$ cat config.mk
export PLATFORM = sky130hd
export DESIGN_NAME = fft_stream_sink
export DESIGN_NICKNAME = d
export VERILOG_FILES = /design/src/rtl/fft_stream_pkg.sv /design/src/rtl/fft_sink_fifo.sv /design/src/rtl/fft_stream_sink.sv
export SDC_FILE = /design/constraint.sdc
export NUM_CORES = 1
export LEC_CHECK = 0
export BUFFER_PORTS_ARGS = -buffer_cell sky130_fd_sc_hd__buf_2
export CAP_MARGIN = 20
export CORE_MARGIN = 3
export CORE_UTILIZATION = 25
export DETAILED_ROUTE_END_ITERATION = 6
export PLACE_DENSITY = 0.39
export REMOVE_ABC_BUFFERS = 1
export SYNTH_ARGS = -nofsm -noshare
export SYNTH_HDL_FRONTEND = slang
export SYNTH_SLANG_ARGS = --single-unit
$ cat constraint.sdc
create_clock -name i_clk -period 6 [get_ports i_clk]
set_clock_uncertainty 0.1 [all_clocks]
set_input_delay 0.9 -clock i_clk [delete_from_list [all_inputs] [get_ports i_clk]]
set_output_delay 0.9 -clock i_clk [all_outputs]
set_load 0.005 [all_outputs]
$ cat src/rtl/fft_stream_pkg.sv
// Shared definitions for the FFT peripheral stream path.
// Contents: stream data width, default sink geometry and the stream word type.
package fft_stream_pkg;

   localparam int unsigned FFT_DATA_W        = 32;
   localparam int unsigned FFT_DEF_DEPTH     = 16;
   localparam int unsigned FFT_DEF_SKID      = 2;
   localparam int unsigned FFT_DEF_FRAME_LEN = 64;

   typedef logic [FFT_DATA_W-1:0] fft_word_t;

endpackage

$ cat src/rtl/fft_sink_fifo.sv
// Synchronous FIFO behind the FFT stream sink.
// Ports:
//   i_clk, i_rst_n  clock, synchronous active-low reset
//   push_i, wdata_i write request and word (request may be refused when full)
//   pop_i           pop request (ignored when empty)
//   push_ok_o       the write request is accepted this cycle
//   level_o         registered occupancy; level_next_o is the value after this edge
//   rd_data_o       popped word, registered; rd_valid_o marks it for one cycle
// A pop and a push in the same cycle at full both happen, so the push is accepted.
// A pop at empty is ignored even if a push arrives in the same cycle.
module fft_sink_fifo
   import fft_stream_pkg::*;
#(
   parameter int unsigned DEPTH = FFT_DEF_DEPTH
) (
   input  logic                   i_clk,
   input  logic                   i_rst_n,
   input  logic                   push_i,
   input  fft_word_t              wdata_i,
   input  logic                   pop_i,
   output logic                   push_ok_o,
   output logic [$clog2(DEPTH):0] level_o,
   output logic [$clog2(DEPTH):0] level_next_o,
   output fft_word_t              rd_data_o,
   output logic                   rd_valid_o
);

   localparam int unsigned AW = $clog2(DEPTH);
   localparam int unsigned LW = AW + 1;

   fft_word_t         mem_q [DEPTH];
   logic [AW-1:0]     wr_ptr_q, rd_ptr_q;
   logic [LW-1:0]     level_q, level_d;
   fft_word_t         rd_data_q;
   logic              rd_valid_q;
   logic              pop_ok, push_ok;

   always_comb begin
      pop_ok  = pop_i && (level_q != '0);
      push_ok = push_i && ((level_q != LW'(DEPTH)) || pop_ok);
      level_d = level_q;
      if (push_ok && !pop_ok) begin
         level_d = level_q + LW'(1);
      end else if (pop_ok && !push_ok) begin
         level_d = level_q - LW'(1);
      end
   end

   // Storage is not reset; pointers and level define which entries are live.
   always_ff @(posedge i_clk) begin
      if (push_ok) begin
         mem_q[wr_ptr_q] <= wdata_i;
      end
   end

   always_ff @(posedge i_clk) begin
      if (!i_rst_n) begin
         wr_ptr_q   <= '0;
         rd_ptr_q   <= '0;
         level_q    <= '0;
         rd_data_q  <= '0;
         rd_valid_q <= 1'b0;
      end else begin
         if (push_ok) begin
            wr_ptr_q <= wr_ptr_q + AW'(1);
         end
         if (pop_ok) begin
            // At full with a simultaneous push this reads the old head before it is overwritten.
            rd_data_q <= mem_q[rd_ptr_q];
            rd_ptr_q  <= rd_ptr_q + AW'(1);
         end
         rd_valid_q <= pop_ok;
         level_q    <= level_d;
      end
   end

   assign push_ok_o    = push_ok;
   assign level_o      = level_q;
   assign level_next_o = level_d;
   assign rd_data_o    = rd_data_q;
   assign rd_valid_o   = rd_valid_q;

endmodule

$ cat src/rtl/fft_stream_sink.sv
// Receiving end of the FFT 32-bit valid/ready sample stream.
// Buffers words in fft_sink_fifo, drives registered back-pressure with SKID entries of slack,
// flags dropped words, and delimits frames of FRAME_LEN write attempts.
// Ports:
//   i_clk, i_rst_n        clock, synchronous active-low reset
//   i_data, i_data_valid  stream input; every valid cycle is a write attempt
//   o_data_ready          registered back-pressure
//   i_rd_en               pop request; o_rd_data/o_rd_valid one cycle later
//   o_level, o_empty, o_full  occupancy
//   o_overflow, i_clr_ovf sticky drop flag and its clear
//   o_frame_done, o_frame_cnt  frame-end pulse and completed-frame count
// Build option: FFT_SINK_DROP_CNT_EN adds o_drop_cnt, a saturating count of dropped words.
module fft_stream_sink
   import fft_stream_pkg::*;
#(
   parameter int unsigned DEPTH     = FFT_DEF_DEPTH,
   parameter int unsigned SKID      = FFT_DEF_SKID,
   parameter int unsigned FRAME_LEN = FFT_DEF_FRAME_LEN
) (
   input  logic                   i_clk,
   input  logic                   i_rst_n,
   input  fft_word_t              i_data,
   input  logic                   i_data_valid,
   output logic                   o_data_ready,
   input  logic                   i_rd_en,
   output fft_word_t              o_rd_data,
   output logic                   o_rd_valid,
   output logic [$clog2(DEPTH):0] o_level,
   output logic                   o_empty,
   output logic                   o_full,
   output logic                   o_overflow,
   input  logic                   i_clr_ovf,
`ifdef FFT_SINK_DROP_CNT_EN
   output logic [15:0]            o_drop_cnt,
`endif
   output logic                   o_frame_done,
   output logic [15:0]            o_frame_cnt
);

   localparam int unsigned LW = $clog2(DEPTH) + 1;
   localparam int unsigned CW = $clog2(FRAME_LEN);

   logic [LW-1:0] level, level_next;
   logic          push_ok, drop;
   logic          ready_q, ready_d;
   logic          ovf_q, ovf_d;
   logic [CW-1:0] sample_cnt_q, sample_cnt_d;
   logic          frame_done_q, frame_done_d;
   logic [15:0]   frame_cnt_q, frame_cnt_d;

   fft_sink_fifo #(
      .DEPTH (DEPTH)
   ) u_fifo (
      .i_clk        (i_clk),
      .i_rst_n      (i_rst_n),
      .push_i       (i_data_valid),
      .wdata_i      (i_data),
      .pop_i        (i_rd_en),
      .push_ok_o    (push_ok),
      .level_o      (level),
      .level_next_o (level_next),
      .rd_data_o    (o_rd_data),
      .rd_valid_o   (o_rd_valid)
   );

   always_comb begin
      drop         = i_data_valid && !push_ok;
      // Keep SKID entries free so words in flight after ready falls still fit.
      ready_d      = (LW'(DEPTH) - level_next) > LW'(SKID);
      ovf_d        = ovf_q;
      if (drop) begin
         ovf_d = 1'b1;
      end else if (i_clr_ovf) begin
         ovf_d = 1'b0;
      end
      sample_cnt_d = sample_cnt_q;
      frame_done_d = 1'b0;
      frame_cnt_d  = frame_cnt_q;
      if (i_data_valid) begin
         if (sample_cnt_q == CW'(FRAME_LEN - 1)) begin
            sample_cnt_d = '0;
            frame_done_d = 1'b1;
            frame_cnt_d  = frame_cnt_q + 16'd1;
         end else begin
            sample_cnt_d = sample_cnt_q + CW'(1);
         end
      end
   end

   always_ff @(posedge i_clk) begin
      if (!i_rst_n) begin
         ready_q      <= 1'b0;
         ovf_q        <= 1'b0;
         sample_cnt_q <= '0;
         frame_done_q <= 1'b0;
         frame_cnt_q  <= '0;
      end else begin
         ready_q      <= ready_d;
         ovf_q        <= ovf_d;
         sample_cnt_q <= sample_cnt_d;
         frame_done_q <= frame_done_d;
         frame_cnt_q  <= frame_cnt_d;
      end
   end

`ifdef FFT_SINK_DROP_CNT_EN
   logic [15:0] drop_cnt_q, drop_cnt_d;

   always_comb begin
      drop_cnt_d = drop_cnt_q;
      if (drop) begin
         // A clear coinciding with a drop restarts the count at this drop.
         if (i_clr_ovf) begin
            drop_cnt_d = 16'd1;
         end else if (drop_cnt_q != 16'hFFFF) begin
            drop_cnt_d = drop_cnt_q + 16'd1;
         end
      end else if (i_clr_ovf) begin
         drop_cnt_d = '0;
      end
   end

   always_ff @(posedge i_clk) begin
      if (!i_rst_n) begin
         drop_cnt_q <= '0;
      end else begin
         drop_cnt_q <= drop_cnt_d;
      end
   end

   assign o_drop_cnt = drop_cnt_q;
`endif

   assign o_data_ready = ready_q;
   assign o_level      = level;
   assign o_empty      = (level == '0);
   assign o_full       = (level == LW'(DEPTH));
   assign o_overflow   = ovf_q;
   assign o_frame_done = frame_done_q;
   assign o_frame_cnt  = frame_cnt_q;

endmodule
==> results_dict.tcl <==
set metrics [dict create \
    yosys_warnings 0 \
    first_global_vias 11137 \
    p_leak_nw 8.27 \
    synthFlopType "edfxtp_1" \
    async_flop_share 0 \
    ys_seq_area_frac 0.757 \
    ant_nets 0 \
    core_area_mm2 0.0874 \
    slew-limit-headroom 0.300 \
    clk_path_buf_depth 3 \
    power_density_mw_per_mm2 365 \
    syn_inst 1026 \
    cp.required_ns 6.18 \
    num_rows 108 \
    htreeDepth 3 \
    stdcell_count 2369 \
    routed_wl_um 55800 \
    die_area_mm2 0.0923 \
    r2r_cells 7 \
    vdd_drop_max_v 0.000185 \
    power_mw 9.65 \
    first_pass_iters 5 \
    die_w_um 304 \
    die_y_um 304 \
    drc_errors 0 \
    drive_gt1_frac 0.334 \
    port_buffers 95 \
    cp_slowest_cell "nor2_4" \
    startpoint_type "register" \
    post_drt_wl_per_cell_um 23.5 \
    fin_crit_sh 0.594 \
    crit_chain "inv_1 -> ha_1 -> nor3b_1 -> a21oi_1 -> nand2_1 -> nor2_4 -> buf_4" \
    avgViaCountPerCell 4.45 \
    maxSlewViolCount 0 \
    drt_iter0_drc 718 \
    synth_area_mm2 0.0222 \
    fmax_mhz 281 \
    cap_violations 0 \
    initial_utilization 0.254 \
    synth-edff-count 512 \
    ys_top_cells_by_area "edfxtp_1 69%, mux4_2 16%, dfxtp_1 6.4%" \
    whs_ns 0.373 \
    timing.final.ws_setup_ns 2.44 \
    overflow 0 \
    post-route-util 0.302 \
    hold_violations 0 \
    synthToLayoutAreaGrowth_pct 19.1 \
    numCtsBuffers 69 \
    cts_hold_buf 0 \
    cts_setup_buffers 0 \
    path_max_fanout 17 \
    rsz0062_at_grt "false" \
    dp_slack_ns 2.11 \
    dp_hpwl_um 32700 \
    grt_usage 0.120 \
    clk_latency_ns 0.61 \
    clk_pin_slew_ns 0.06 \
    crit_arrival_ns 3.74 \
    yosysTopAreaCell "edfxtp_1" \
    final-setup-viol-count 0 \
    yosysMostFrequentCell "edfxtp_1" \
    synth-seq-cells 583 \
    cp-end-kind "register" \
    ys_types 52 \
    slowest_delay_ns 0.62 \
    synth.top_cell.area_share 0.693 \
    antenna_found_initial 11 \
    status "finished, final reports clean" \
    grt_first_pass_wirelength_um 80900 \
    clkSinkCount 583 \
    netlist_top_cells_count "512 x edfxtp_1, 160 x mux4_2, 71 x dfxtp_1, 45 x nor2_1, 32 x a22o_1" \
    setup.worst_path.class "register to register" \
    hold_path_class "register to register" \
    cts_resized 0 \
    grt_max_degree 89 \
    gp_congestion 0.715 \
    num-nets-final 1206 \
    ioPinCount 96 \
    min_period_ns 3.56 \
    dp_cells 2243 \
    cts_root_buffer "clkbuf_16" \
    diodes 0 \
    tightest_slew_ns 1.05 \
    via_count 10540 \
    cts_tree "done" \
    syn-mean-instance-area_um2 21.6 \
    hold_depth 1 \
]
==> routing by layer <==
| metal | track usage | up-vias | wire length [µm] |
|---|---|---|---|
| met3 | 0.0311 | 76 | 3440 |
| met4 | 0.0336 | 8 | 931 |
| met1 | 0.178 | 5626 | 27100 |
| met2 | 0.173 | 269 | 24300 |
| li1 | - | 4561 | - |
| met5 | 0 | - | 61 |
==> stage by stage <==
step,instance area [µm²],setup TNS [ns]
final,26400,0
after floorplan,21900,-28.73
after global routing,26400,0
after detailed placement,24200,0
after CTS,26400,0
after global placement,24100,0
==> critical path, delay by kind of cell (launching register included) <==
kind	cells	cell delay [ns]
simple gates	3	1.21
compound gates	1	0.61
buf+inv	2	0.54
flops	1	0.49
fa+ha+maj	1	0.28
==> state kept, by name (all words and copies together) (netlist names) <==
signal             flops
o_frame_done           1
u_fifo.rd_valid_o      1
u_fifo.level_o         5
sample_cnt_q           6
u_fifo.wr_ptr_q        4
u_fifo.rd_data_o      32
o_overflow             1
o_data_ready           1
u_fifo.mem_q         512
u_fifo.rd_ptr_q        4
o_frame_cnt           16
==> cell families after synthesis <==
kind of cell / synth area share
xor gates and xnor gates: 0.00948
buffers and inverters: 0.0153
adders and majority gates: 0.00508
DFF: 0.757
and+or+nand+nor: 0.0268
AOI/OAI and AO/OA: 0.0227
muxes: 0.163
==> layout by cell type, fill, tap and decap left out, types with 11 or more instances in the layout <==
| cell type | synthesis | layout |
|---|---|---|
| edfxtp_1 | 512 | 512 |
| mux4_2 | 160 | 160 |
| buf_2 | 4 | 95 |
| clkbuf_16 | 0 | 70 |
| dfxtp_1 | 71 | 67 |
| nor2_1 | 45 | 32 |
| a22o_1 | 32 | 32 |
| nand2_1 | 20 | 20 |
| clkbuf_1 | 27 | 20 |
| buf_4 | 10 | 16 |
| xor2_1 | 15 | 15 |
| nor2_4 | 0 | 13 |
| inv_1 | 11 | 11 |
| nand4_1 | 11 | 11 |
==> cell type report <==
class                      instances  area, µm²
clock inverter                    29        277
fill                            8433      61000
sequential                       583      16800
timing repair buffer             119        763
multi-input combinational        375       5160
inverter                          12       45.0
clock buffer                      96       1910
tap                             1155       1450
==> power by group <==
group	total [mW]	switching, mW	leakage [nW]	internal, mW
sequential	4.57	0.0676	5.21	4.50
clock	4.02	1.68	1.05	2.33
combinational	1.06	0.567	2.01	0.498
==> final timing paths <==
check	from	endpoint	slack, ns
min	u_fifo.rd_data_o[26]	u_fifo.rd_data_o[26]	0.37
max	u_fifo.level_o[0]	u_fifo.mem_q[12][20]	2.44
max reg2reg	u_fifo.level_o[0]	u_fifo.mem_q[12][20]	2.44
min reg2reg	u_fifo.rd_data_o[26]	u_fifo.rd_data_o[26]	0.37
(Power assumes the default switching activity.)
